===== config.mk =====
export PLATFORM = sky130hd
export DESIGN_NAME = sqrt_newton
export DESIGN_NICKNAME = d
export VERILOG_FILES = /design/src/rtl/sqrt_newton.sv
export SDC_FILE = /design/constraint.sdc
export NUM_CORES = 1
export LEC_CHECK = 0
export ABC_AREA = 1
export CAP_MARGIN = 20
export CELL_PAD_IN_SITES_DETAIL_PLACEMENT = 0
export CELL_PAD_IN_SITES_GLOBAL_PLACEMENT = 1
export CORE_MARGIN = 1.5
export CORE_UTILIZATION = 44
export CTS_CLUSTER_DIAMETER = 50
export CTS_CLUSTER_SIZE = 40
export DETAILED_ROUTE_END_ITERATION = 10
export PLACE_DENSITY_LB_ADDON = 0.1
export SYNTH_ARGS = -nofsm -noshare
export SYNTH_HDL_FRONTEND = slang
export SYNTH_SLANG_ARGS = --single-unit

===== constraint.sdc =====
create_clock -name clk -period 4.3 [get_ports clk]
set_input_delay 0.645 -clock clk [delete_from_list [all_inputs] [get_ports clk]]
set_output_delay 0.645 -clock clk [all_outputs]
set_load 0.01 [all_outputs]

===== src/rtl/sqrt_newton.sv =====
// ============================================================================
//  sqrt_newton : integer square root by Newton-Raphson with a restoring divider
//  Rev 1.0
// ============================================================================
`default_nettype none

module sqrt_newton #(
  parameter int MAX_ITER = 16
) (
  input  logic        clk,
  input  logic        rst,
  input  logic        start,
  input  logic [31:0] x,
  output logic [31:0] y,
  output logic        done,
  output logic        error
);

  localparam int ITER_W = $clog2(MAX_ITER + 1);
  localparam logic [ITER_W-1:0] C_MAX_ITER = ITER_W'(MAX_ITER);

  localparam logic [2:0] ST_IDLE   = 3'd0;
  localparam logic [2:0] ST_CHECK  = 3'd1;
  localparam logic [2:0] ST_INIT   = 3'd2;
  localparam logic [2:0] ST_DIV    = 3'd3;
  localparam logic [2:0] ST_UPDATE = 3'd4;
  localparam logic [2:0] ST_FINISH = 3'd5;

  logic [2:0]        state_q, state_d;
  logic [31:0]       x_q, x_d;
  logic [31:0]       g_q, g_d;
  logic [31:0]       rem_q, rem_d;
  logic [31:0]       quo_q, quo_d;
  logic [4:0]        cnt_q, cnt_d;
  logic [ITER_W-1:0] iter_q, iter_d;
  logic [31:0]       y_q, y_d;
  logic              done_q, done_d;
  logic              error_q, error_d;

  logic [4:0]  w_msb;
  logic [4:0]  w_shamt;
  logic [32:0] w_rem_sh;
  logic        w_rem_ge;
  logic [31:0] w_next_g;
  logic        w_step;

  always_comb begin
    w_msb = 5'd0;
    for (int i = 0; i < 32; i++) begin
      if (x_q[i]) w_msb = 5'(i);
    end
  end

  // Starting at 2^(floor(msb/2)+1) keeps the guess strictly above sqrt(x),
  // so the iteration descends monotonically and stops on the first non-decrease.
  assign w_shamt  = (w_msb >> 1) + 5'd1;
  assign w_rem_sh = {rem_q, quo_q[31]};
  assign w_rem_ge = (w_rem_sh >= {1'b0, g_q});
  assign w_next_g = 32'(({1'b0, g_q} + {1'b0, quo_q}) >> 1);
  assign w_step   = (w_next_g < g_q) && (iter_q < C_MAX_ITER);

  always_ff @(posedge clk) begin
    if (rst) begin
      state_q <= ST_IDLE;
      x_q     <= '0;
      g_q     <= '0;
      rem_q   <= '0;
      quo_q   <= '0;
      cnt_q   <= '0;
      iter_q  <= '0;
      y_q     <= '0;
      done_q  <= 1'b0;
      error_q <= 1'b0;
    end else begin
      state_q <= state_d;
      x_q     <= x_d;
      g_q     <= g_d;
      rem_q   <= rem_d;
      quo_q   <= quo_d;
      cnt_q   <= cnt_d;
      iter_q  <= iter_d;
      y_q     <= y_d;
      done_q  <= done_d;
      error_q <= error_d;
    end
  end

  always_comb begin
    state_d = state_q;
    case (state_q)
      ST_IDLE:   if (start) state_d = ST_CHECK;
      ST_CHECK:  state_d = (x_q[31] || (x_q == 32'd0)) ? ST_IDLE : ST_INIT;
      ST_INIT:   state_d = ST_DIV;
      ST_DIV:    if (cnt_q == 5'd31) state_d = ST_UPDATE;
      ST_UPDATE: state_d = w_step ? ST_DIV : ST_FINISH;
      ST_FINISH: state_d = ST_IDLE;
      default:   state_d = ST_IDLE;
    endcase
  end

  always_comb begin
    x_d     = x_q;
    g_d     = g_q;
    rem_d   = rem_q;
    quo_d   = quo_q;
    cnt_d   = cnt_q;
    iter_d  = iter_q;
    y_d     = y_q;
    done_d  = done_q;
    error_d = error_q;
    case (state_q)
      ST_IDLE: begin
        if (start) begin
          x_d     = x;
          done_d  = 1'b0;
          error_d = 1'b0;
        end
      end
      ST_CHECK: begin
        if (x_q[31]) begin
          y_d     = '0;
          error_d = 1'b1;
          done_d  = 1'b1;
        end else if (x_q == 32'd0) begin
          y_d     = '0;
          error_d = 1'b0;
          done_d  = 1'b1;
        end
      end
      ST_INIT: begin
        g_d    = 32'd1 << w_shamt;
        iter_d = '0;
        rem_d  = '0;
        quo_d  = x_q;
        cnt_d  = '0;
      end
      ST_DIV: begin
        // Dividend bits shift out of quo's MSB while quotient bits fill its LSB.
        quo_d = {quo_q[30:0], w_rem_ge};
        rem_d = w_rem_ge ? 32'(w_rem_sh - {1'b0, g_q}) : w_rem_sh[31:0];
        cnt_d = cnt_q + 5'd1;
      end
      ST_UPDATE: begin
        if (w_step) begin
          g_d    = w_next_g;
          iter_d = iter_q + ITER_W'(1);
          rem_d  = '0;
          quo_d  = x_q;
          cnt_d  = '0;
        end
      end
      ST_FINISH: begin
        y_d     = g_q;
        error_d = 1'b0;
        done_d  = 1'b1;
      end
      default: ;
    endcase
  end

  assign y     = y_q;
  assign done  = done_q;
  assign error = error_q;

endmodule

`default_nettype wire


# Word level (Yosys, flattened, before mapping)
# Index checks and enable logic that the tools add are counted.
# word_totals
input_bits,35
ff_bits,175
# classes
reduce_logical,14
n_mux,57
add_sub_neg,5
eq_ne,10
magnitude_cmp,3
shifts,1
# ops
cell,count
2-to-1 mux 32 bit,6
one-hot mux 32 bit (3 select lines),2
2-to-1 mux 5 bit,30
one-hot mux 32 bit (2 select lines),2
adder 32 x 32 -> 33 bit,1
>= comparator 33 x 32 -> 1 bit,1
logical NOT 32 bit,1
< comparator 32 bit,1
left shift 1 x 5 -> 32 bit (first input constant),1
subtractor 32 bit,1
one-hot mux 3 bit (5 select lines),1
one-hot mux 5 bit (3 select lines),1
adder 5 x 1 -> 5 bit (second input constant),2
one-hot mux 5 bit (2 select lines),1
AND reduction 2 bit,5
2-to-1 mux 3 bit,3
== test 3 x 2 -> 1 bit (second input constant),2
== test 3 bit (second input constant),2
2-to-1 mux 1 bit,6
2-to-1 mux 2 bit,3
!= test 2 bit (second input constant),3
one-hot mux 1 bit (3 select lines),2
nonzero test 3 bit,2
adder 4 x 1 -> 5 bit (second input constant),1
other kinds (9),10

# Logic depth before layout (Yosys ltp)
# logic_depth
ltp_word,34
mapped_depth,34
mapped_depth_nobuf,33

# Worst setup path before layout
# Ideal clock, no wire load.
# synth_path
kind,register to register
start,reg g_q[1]
end,reg iter_q[3]
slack_ns,0.480
setup_time_ns,0.115
t_required_ns,4.185
arrival_time_ns,3.705
stages_incl_launch_ff,31
cell_sequence,dfxtp_1 inv_1 fa_1 nand3b_1 nand2_1 nand2_1 nand3_1 nand2_1 nand2_1 nand2_1 nand2_1 nand2_1 nand2_1 nand2_1 inv_1 o21ai_1 nand2_1 nand2_1 nand2_1 ha_1 a211o_1 nor2_1 o21ai_1 a21oi_1 nand3_1 nand2_1 buf_2 buf_2 nand3_1 nand2_1 nor2_1
# synth_via
elab_chain_cells,5
# synth_rtl
item,line,rtl
"start, declared",31,"logic [31:0] g_q, g_d;"
"start signal, assigned",77,g_q <= g_d;
adder 32 x 32 -> 33 bit,59,"assign w_next_g = 32'(({1'b0, g_q} + {1'b0, quo_q}) >> 1);"
< comparator 32 bit (*),60,assign w_step = (w_next_g < g_q) && (iter_q < C_MAX_ITER);
logical AND 1 bit (*),60,
!= test 2 bit (no source line) (*),--,
AND reduction 2 bit (no source line) (*),--,
"end signal, assigned",81,iter_q <= iter_d;
"end, declared",35,"logic [ITER_W-1:0] iter_q, iter_d;"
# Every way passes the cells marked *; elsewhere a longest branch is shown, timed or not.
# A chain may end at the register's enable or synchronous reset.

# Worst setup path after layout
# layout_path
start,reg quo_q[2]
end,reg quo_q[11]
# layout_via
elab_chain_cells,5
# layout_rtl
item,line,rtl
"start, declared",33,"logic [31:0] quo_q, quo_d;"
"start signal, assigned",79,quo_q <= quo_d;
adder 32 x 32 -> 33 bit,59,
< comparator 32 bit,60,
logical AND 1 bit,60,
!= test 2 bit (no source line),--,
AND reduction 2 bit (no source line),--,
# Every way passes these cells.

==> reports/results.txt <==
Share of cells above drive strength 1 - 0.0853
DIE AREA - 27,300 µm²
Core box area - 26,000 µm²
Initial antenna violation count - 0
R2R depth - 21
GRT overflow - 0
Slew @ Worst Pin - 931 ps
Logic pwr share - 0.576
DR pass1 iterations - 5
Syn nets - 1,857
Sw Pwr - 4.21 mW
CTS root buffer - clkbuf_16
Total Routed Length - 35,400 µm
Clock sinks - 175
Number of global-route vias before repair - 10,400
HPWL Detailed - 26,000 µm
Post-CTS Hold Fix Bufs - 0
GPL Wtd Cong - 0.925
CTS tree - built
Worst setup path endpoint - quo_q[11]$_SDFFE_PP0P_
Hold Path Cell Cnt - 2
Hold crit path type - flip-flop to flip-flop
Final Util - 0.522
Synth cell types - 58
Detail Route Antenna Nets - 0
Setup CP Type - flip-flop to flip-flop
Fin Clk Skew - 20.1 ps
R2r setup slk - 320 ps
Main synth FF type - dfxtp_1
Endpoints failing setup - 0
Synth async-reset ratio - 0
Clk network pwr share - 0.186
Crit path arrival time - 4300 ps
Crit. Startpoint - quo_q[2]$_SDFFE_PP0P_
Antenna Cells - 0
Worst-Skew Late Latency - 450 ps
Sw frac - 0.499
Register share of total power - 0.238
Synth Warn # - 0
Data required, critical path - 4620 ps
Synthesized area per cell - 6.73 µm²
Critical Path End Type - flip-flop
Maxcap violations - 0
First-pass GRT wire length - 54,900 µm
Vias per inst - 5.34
CP max FO - 30
Status - finished clean
DR iter-0 viols - 778
Period utilization - 0.926
Std cell rows - 59
Cell area power density - 621 nW/µm²
Clock transition at path regs - 80 ps
Die X - 165 µm
RR Startpoint - quo_q[2]$_SDFFE_PP0P_
IO Count - 69
Cells after Synth - 1,723
Die H - 165 µm
Num CTS Buffers - 17
Max-slew violations - 0
CP Launch Type - flip-flop
Worst slew margin - 0.379
Initial core utilization - 0.446
Post-synth EDFFs - 0
Worst R2R End - quo_q[11]$_SDFFE_PP0P_
Int Pwr - 4.22 mW
Post-layout minimum cycle time - 3980 ps
Clock Path Buffers - 2
DRC viols - 0
Area growth from synthesis to layout - 17.1%
Worst hold margin - 462 ps
Vias - 11,400
Seq/Total Area, Yosys - 0.302
Nets - 1,928
Hold violation count in the final report - 0
Mapped cell area - 11,600 µm²
Maximum vdd drop - 2.46 mV
Port Buffer Count - 68
RSZ-0062 raised after global routing - true
FF+latch count, synth - 175
Fmax - 0.251 GHz
Leak pwr - 6.13 nW
All-Layer GR Usage - 0.259
H-tree levels - 4
Detailed-route wire length per cell - 16.5 µm
Largest net degree at the start of global routing - 75
## cells by family after synthesis
logic type,count (synthesis),share of synthesized area
AO/OA/AOI/OAI,429,0.208
XOR/XNOR,42,0.0324
adder cells (fa/ha/maj),99,0.108
buffers and inverters,249,0.0876
flip-flops,175,0.302
AND/OR/NAND/NOR,729,0.262
## how the worst min path moves through the flow
| stage | slack [ps] | from | end |
|---|---|---|---|
| 2_1_floorplan | 430 | iter_q[4]$_SDFFE_PP0P_ | iter_q[4]$_SDFFE_PP0P_ |
| 3_3_place_gp | 450 | y[7]$_SDFFE_PP0P_ | y[7]$_SDFFE_PP0P_ |
| 3_5_place_dp | 450 | y[23]$_SDFFE_PP0P_ | y[23]$_SDFFE_PP0P_ |
| 4_1_cts | 460 | y[18]$_SDFFE_PP0P_ | y[18]$_SDFFE_PP0P_ |
| 5_1_grt | 480 | x_q[17]$_SDFFE_PP0P_ | x_q[17]$_SDFFE_PP0P_ |
| 6_report | 460 | y[20]$_SDFFE_PP0P_ | y[20]$_SDFFE_PP0P_ |
## layout by cell type (no fill, tap or decap), types with 7 or more instances in the layout
cell / instances
buf_4: 37
a21oi_2: 10
xnor2_1: 12
a31oi_1: 38
a21oi_1: 207
ha_1: 96
dfxtp_1: 172
clkbuf_16: 20
nand4_1: 19
buf_12: 7
inv_1: 178
nand2_2: 16
clkdlybuf4s50_1: 67
nor2_1: 110
nor3_1: 10
nand3_1: 73
nand2_1: 465
xor2_1: 29
o21ai_0: 103
o21ai_1: 22
## stage by stage
stage	std cells	instance area (µm²)	setup slack (ps)	power (mW)	TNS, ps
floorplan	1723	11600	480	5.94	0
global placement	2102	12800	202	6.73	0
detailed placement	2102	12800	115	6.75	0
CTS	2133	13300	72.0	8.34	0
global route	2141	13600	-54.5	9.17	-520
finish	2141	13600	319	8.44	0
## cells in the mapped netlist, types with 2 or more instances
cell type	count	area, µm²
nand3_1	76	380
inv_1	179	672
ha_1	97	1210
nand3b_1	3	22.5
dfxtp_1	175	3500
nand2_2	10	62.6
buf_6	3	33.8
o21a_1	6	45.0
o211ai_1	6	45.0
o21ai_1	18	90.1
nand2_1	473	1780
clkbuf_1	37	139
nor4_1	5	31.3
xnor2_1	12	105
nor3_1	10	50.1
a21oi_2	9	78.8
o21ai_2	3	26.3
nand3_2	3	30.0
nor2_1	113	424
or2_0	3	18.8
nand4_1	19	119
or2_2	3	18.8
o211ai_2	5	62.6
fa_1	2	40.0
inv_2	5	18.8
a31oi_1	40	250
o21ai_0	108	541
o21bai_1	5	37.5
buf_2	19	95.1
o221ai_1	2	17.5
a21oi_1	209	1050
or2_1	3	18.8
xor2_1	29	254
clkinv_1	2	7.51
nor3_2	2	20.0
a21o_1	6	45.0
a221oi_1	2	17.5
## power groups by stage
stage	registers, mW	logic (mW)	clock network (mW)
finish	2.01	4.86	1.57
global placement	2.03	4.70	0
global route	2.03	5.46	1.67
CTS	2.00	4.73	1.61
floorplan	1.98	3.96	0
detailed placement	2.04	4.71	0
## layout make-up
type	instances	area, µm²
Multi-Input combinational cell	1299	7210
Fill cell	2672	12400
Tap cell	335	419
Inverter	186	701
Timing Repair Buffer	115	1170
Clock inverter	14	144
Clock buffer	17	425
Sequential cell	175	3510
## state kept, by name, indices dropped and copies added (netlist names), 3 cells and up
name	count
cnt_q	5
x_q	32
state_q	3
quo_q	32
y	32
rem_q	32
iter_q	5
g_q	32
## repair_timing
item,4_1_cts,5_1_grt
setup endpoints to repair,0,107
setup buffers,0,4
gates resized for setup,0,33
## worst max-delay path, stage by stage, from the launching register on
cell and delay (ps):
dfxtp_1 420, ha_1 310, a21oi_1 210, o21ai_2 90, buf_4 150, a21oi_1 220, o21ai_2 150, a21oi_2 160
buf_4 140, o21bai_2 70, nand2_1 70, nand2_1 60, xor2_1 230, ha_1 290, nand3_2 130, o221ai_2 120
a21oi_2 260, nand3_4 150, nand2_4 140, buf_4 150, clkbuf_16 210, a31oi_1 110
## layer usage
| layer | wire (µm) | track usage | vias to the layer above |
|---|---|---|---|
| met2 | 16200 | 0.421 | 258 |
| li1 | - | - | 5861 |
| met4 | 481 | 0.0597 | 0 |
| met5 | 0 | 0 | - |
| met3 | 1510 | 0.0322 | 30 |
| met1 | 17200 | 0.365 | 5283 |
(Power assumes the default switching activity.)
==> RTL change (config.mk and constraints unchanged) <==
`MAX_ITER`: 16 -> 8.
--- a/src/rtl/sqrt_newton.sv
+++ b/src/rtl/sqrt_newton.sv
@@ -7,3 +7,3 @@
 module sqrt_newton #(
-  parameter int MAX_ITER = 16
+  parameter int MAX_ITER = 8
 ) (
Behaviour: same outputs for any inputs over 10 cycles, from zero or initial values and one cycle with rst high; that may be too few to reach the edited logic, so the function may still have changed.
==> RTL change against the unedited design <==
- worst hold slack got worse by 2.0 ps
- area after synthesis fell by 1.2%
- final area shrank 2.0%
- utilization grew 0.13 points
- routed wire length decreased by 3.2%
- sequential share of layout area up 0.44 points
- setup slack got worse by 20 ps
- sequential cell count decreased by 1
- first-iteration DRC count down 4.6%
- total power increased by 14%
- critical path type unchanged
- critical endpoint is now rem_q[18]
==> RTL change: results (changes against the unedited design) <==
wl on met1 17240 um (about the same); WP data arrival 4330 ps (+30 ps); synth warn 0 (unchanged); status complete, no violations; Fillers 2628 (-1.6%); Num CTS Buffers 17 (unchanged); Reg clk slew, reported paths 70 ps; slowest stage cell, crit path ha_1; GRT Overall Usage 0.2528 (-0.006605); Synthesized Nets 1819 (-2.0%); clock network power 1840 uW (+17%); largest cells by area after synthesis dfxtp_1 (30%), nand2_1 (14%), ha_1 (11%); largest net degree at the start of global routing 63 (-16%); peak supply drop 0.002567 V (+4.4%); Gate power share 0.598 (+0.022); Leakage 0.005761 uW (-6.0%); antenna cells 0 (unchanged); Fin Clk Skew 14.52 ps (-5.549 ps); GR Layer Usage met2 0.4016 (-0.01984); met3 routed WL 1445 um (-4.4%); cell family contributing the most delay on the critical path compound AO/OA/AOI/OAI gates; Yosys cell types 55 (-5.2%); Critical Path Fanout Max 11 (-63%); sequential fraction of the synthesis area 0.3040 (+0.001914); met3 usage 0.04345 (+0.01123); layout cell share with drive strength beyond 1 0.07327 (-0.01200); hold crit path type flop to flop; synth cell count leaders nand2_1 (431), a21oi_1 (233), dfxtp_1 (174), inv_1 (165), nor2_1 (119); dpl hpwl 25570 um (-1.7%); number of global-route vias before repair 10250 (-1.7%); async set or reset register ratio after synthesis 0 (unchanged); routed length per instance 16.49 um (-0.25%); Power Density 725.7 nW/um^2 (+17%); grt met1 use 0.3617 (-0.003507); initial antenna violation count 1 (+1); H-tree levels 4 (unchanged); Layout Nets 1869 (-3.1%); DR vias/cell 5.343 (about the same); DR WL met2 15190 um (-6.0%); RePlAce Congestion 0.9280 (+0.30%); Sw Ratio 0.4970 (-0.002221); Detailed Route Iter0 Violations 742 (-4.6%); Primary FF master, synth dfxtp_1; first-pass GRT wire length 53210 um (-3.0%); Slew HR 0.3271 (-0.05216); CP max stage delay 440 ps (+20 ps); DR pass1 iterations 4 (-1)
RTL change: cell families after synthesis:
logic type,after synthesis,synth area share
xor gates and xnor gates,50,0.03887
DFF,174,0.3040
and+or+nand+nor,673,0.2460
adders and majority gates,99,0.1094
buffers and inverters,233,0.08210
AOI/OAI and AO/OA,456,0.2197
RTL change: worst reg2reg max path, delay by kind of cell, from the launching register on:
family / cells / cell delay, ps
flops: 1 / 380
fa+ha+maj: 2 / 740
xor+xnor: 1 / 270
simple gates: 9 / 1060
buf+inv: 3 / 300
compound gates: 7 / 1150
RTL change: worst paths after layout:
| check | cells after the start | startpoint | slack [ps] | end |
|---|---|---|---|---|
| max | 22 | g_q[8] | 300 | rem_q[18] |
| min | 2 | y[16] | 460 | y[16] |
| max reg2reg | 22 | g_q[8] | 300 | rem_q[18] |
| min reg2reg | 2 | y[16] | 460 | y[16] |
RTL change: what timing repair did:
action                                  in CTS  in global routing
endpoints found under the setup margin       0                105
resized for setup                            0                 23
buffers inserted                             0                  3
RTL change: area by class of cell:
class                           count  area, um^2  share of cell area
Sequential cell                   174        3495              0.2627
Inverter                          170       640.6             0.04816
Clock inverter                     14       246.5             0.01853
Tap cell                          330       412.9             0.03104
Multi-Input combinational cell   1278        7109              0.5344
Clock buffer                       17       425.4             0.03198
Timing Repair Buffer               94       973.4             0.07318
RTL change: stage by stage:
step	hold WS (ps)	std cells	instance area, um^2	worst slack (ps)	utilization
4_1_cts	462.7	2071	13130	162.9	0.5170
5_1_grt	474.3	2077	13300	13.36	0.5237
3_5_place_dp	451.8	2040	12460	207.0	0.4906
2_1_floorplan	427.5	1685	11460	616.7	-
3_3_place_gp	446.8	2040	12460	280.4	0.4906
6_report	459.9	2077	13300	299.5	0.5237
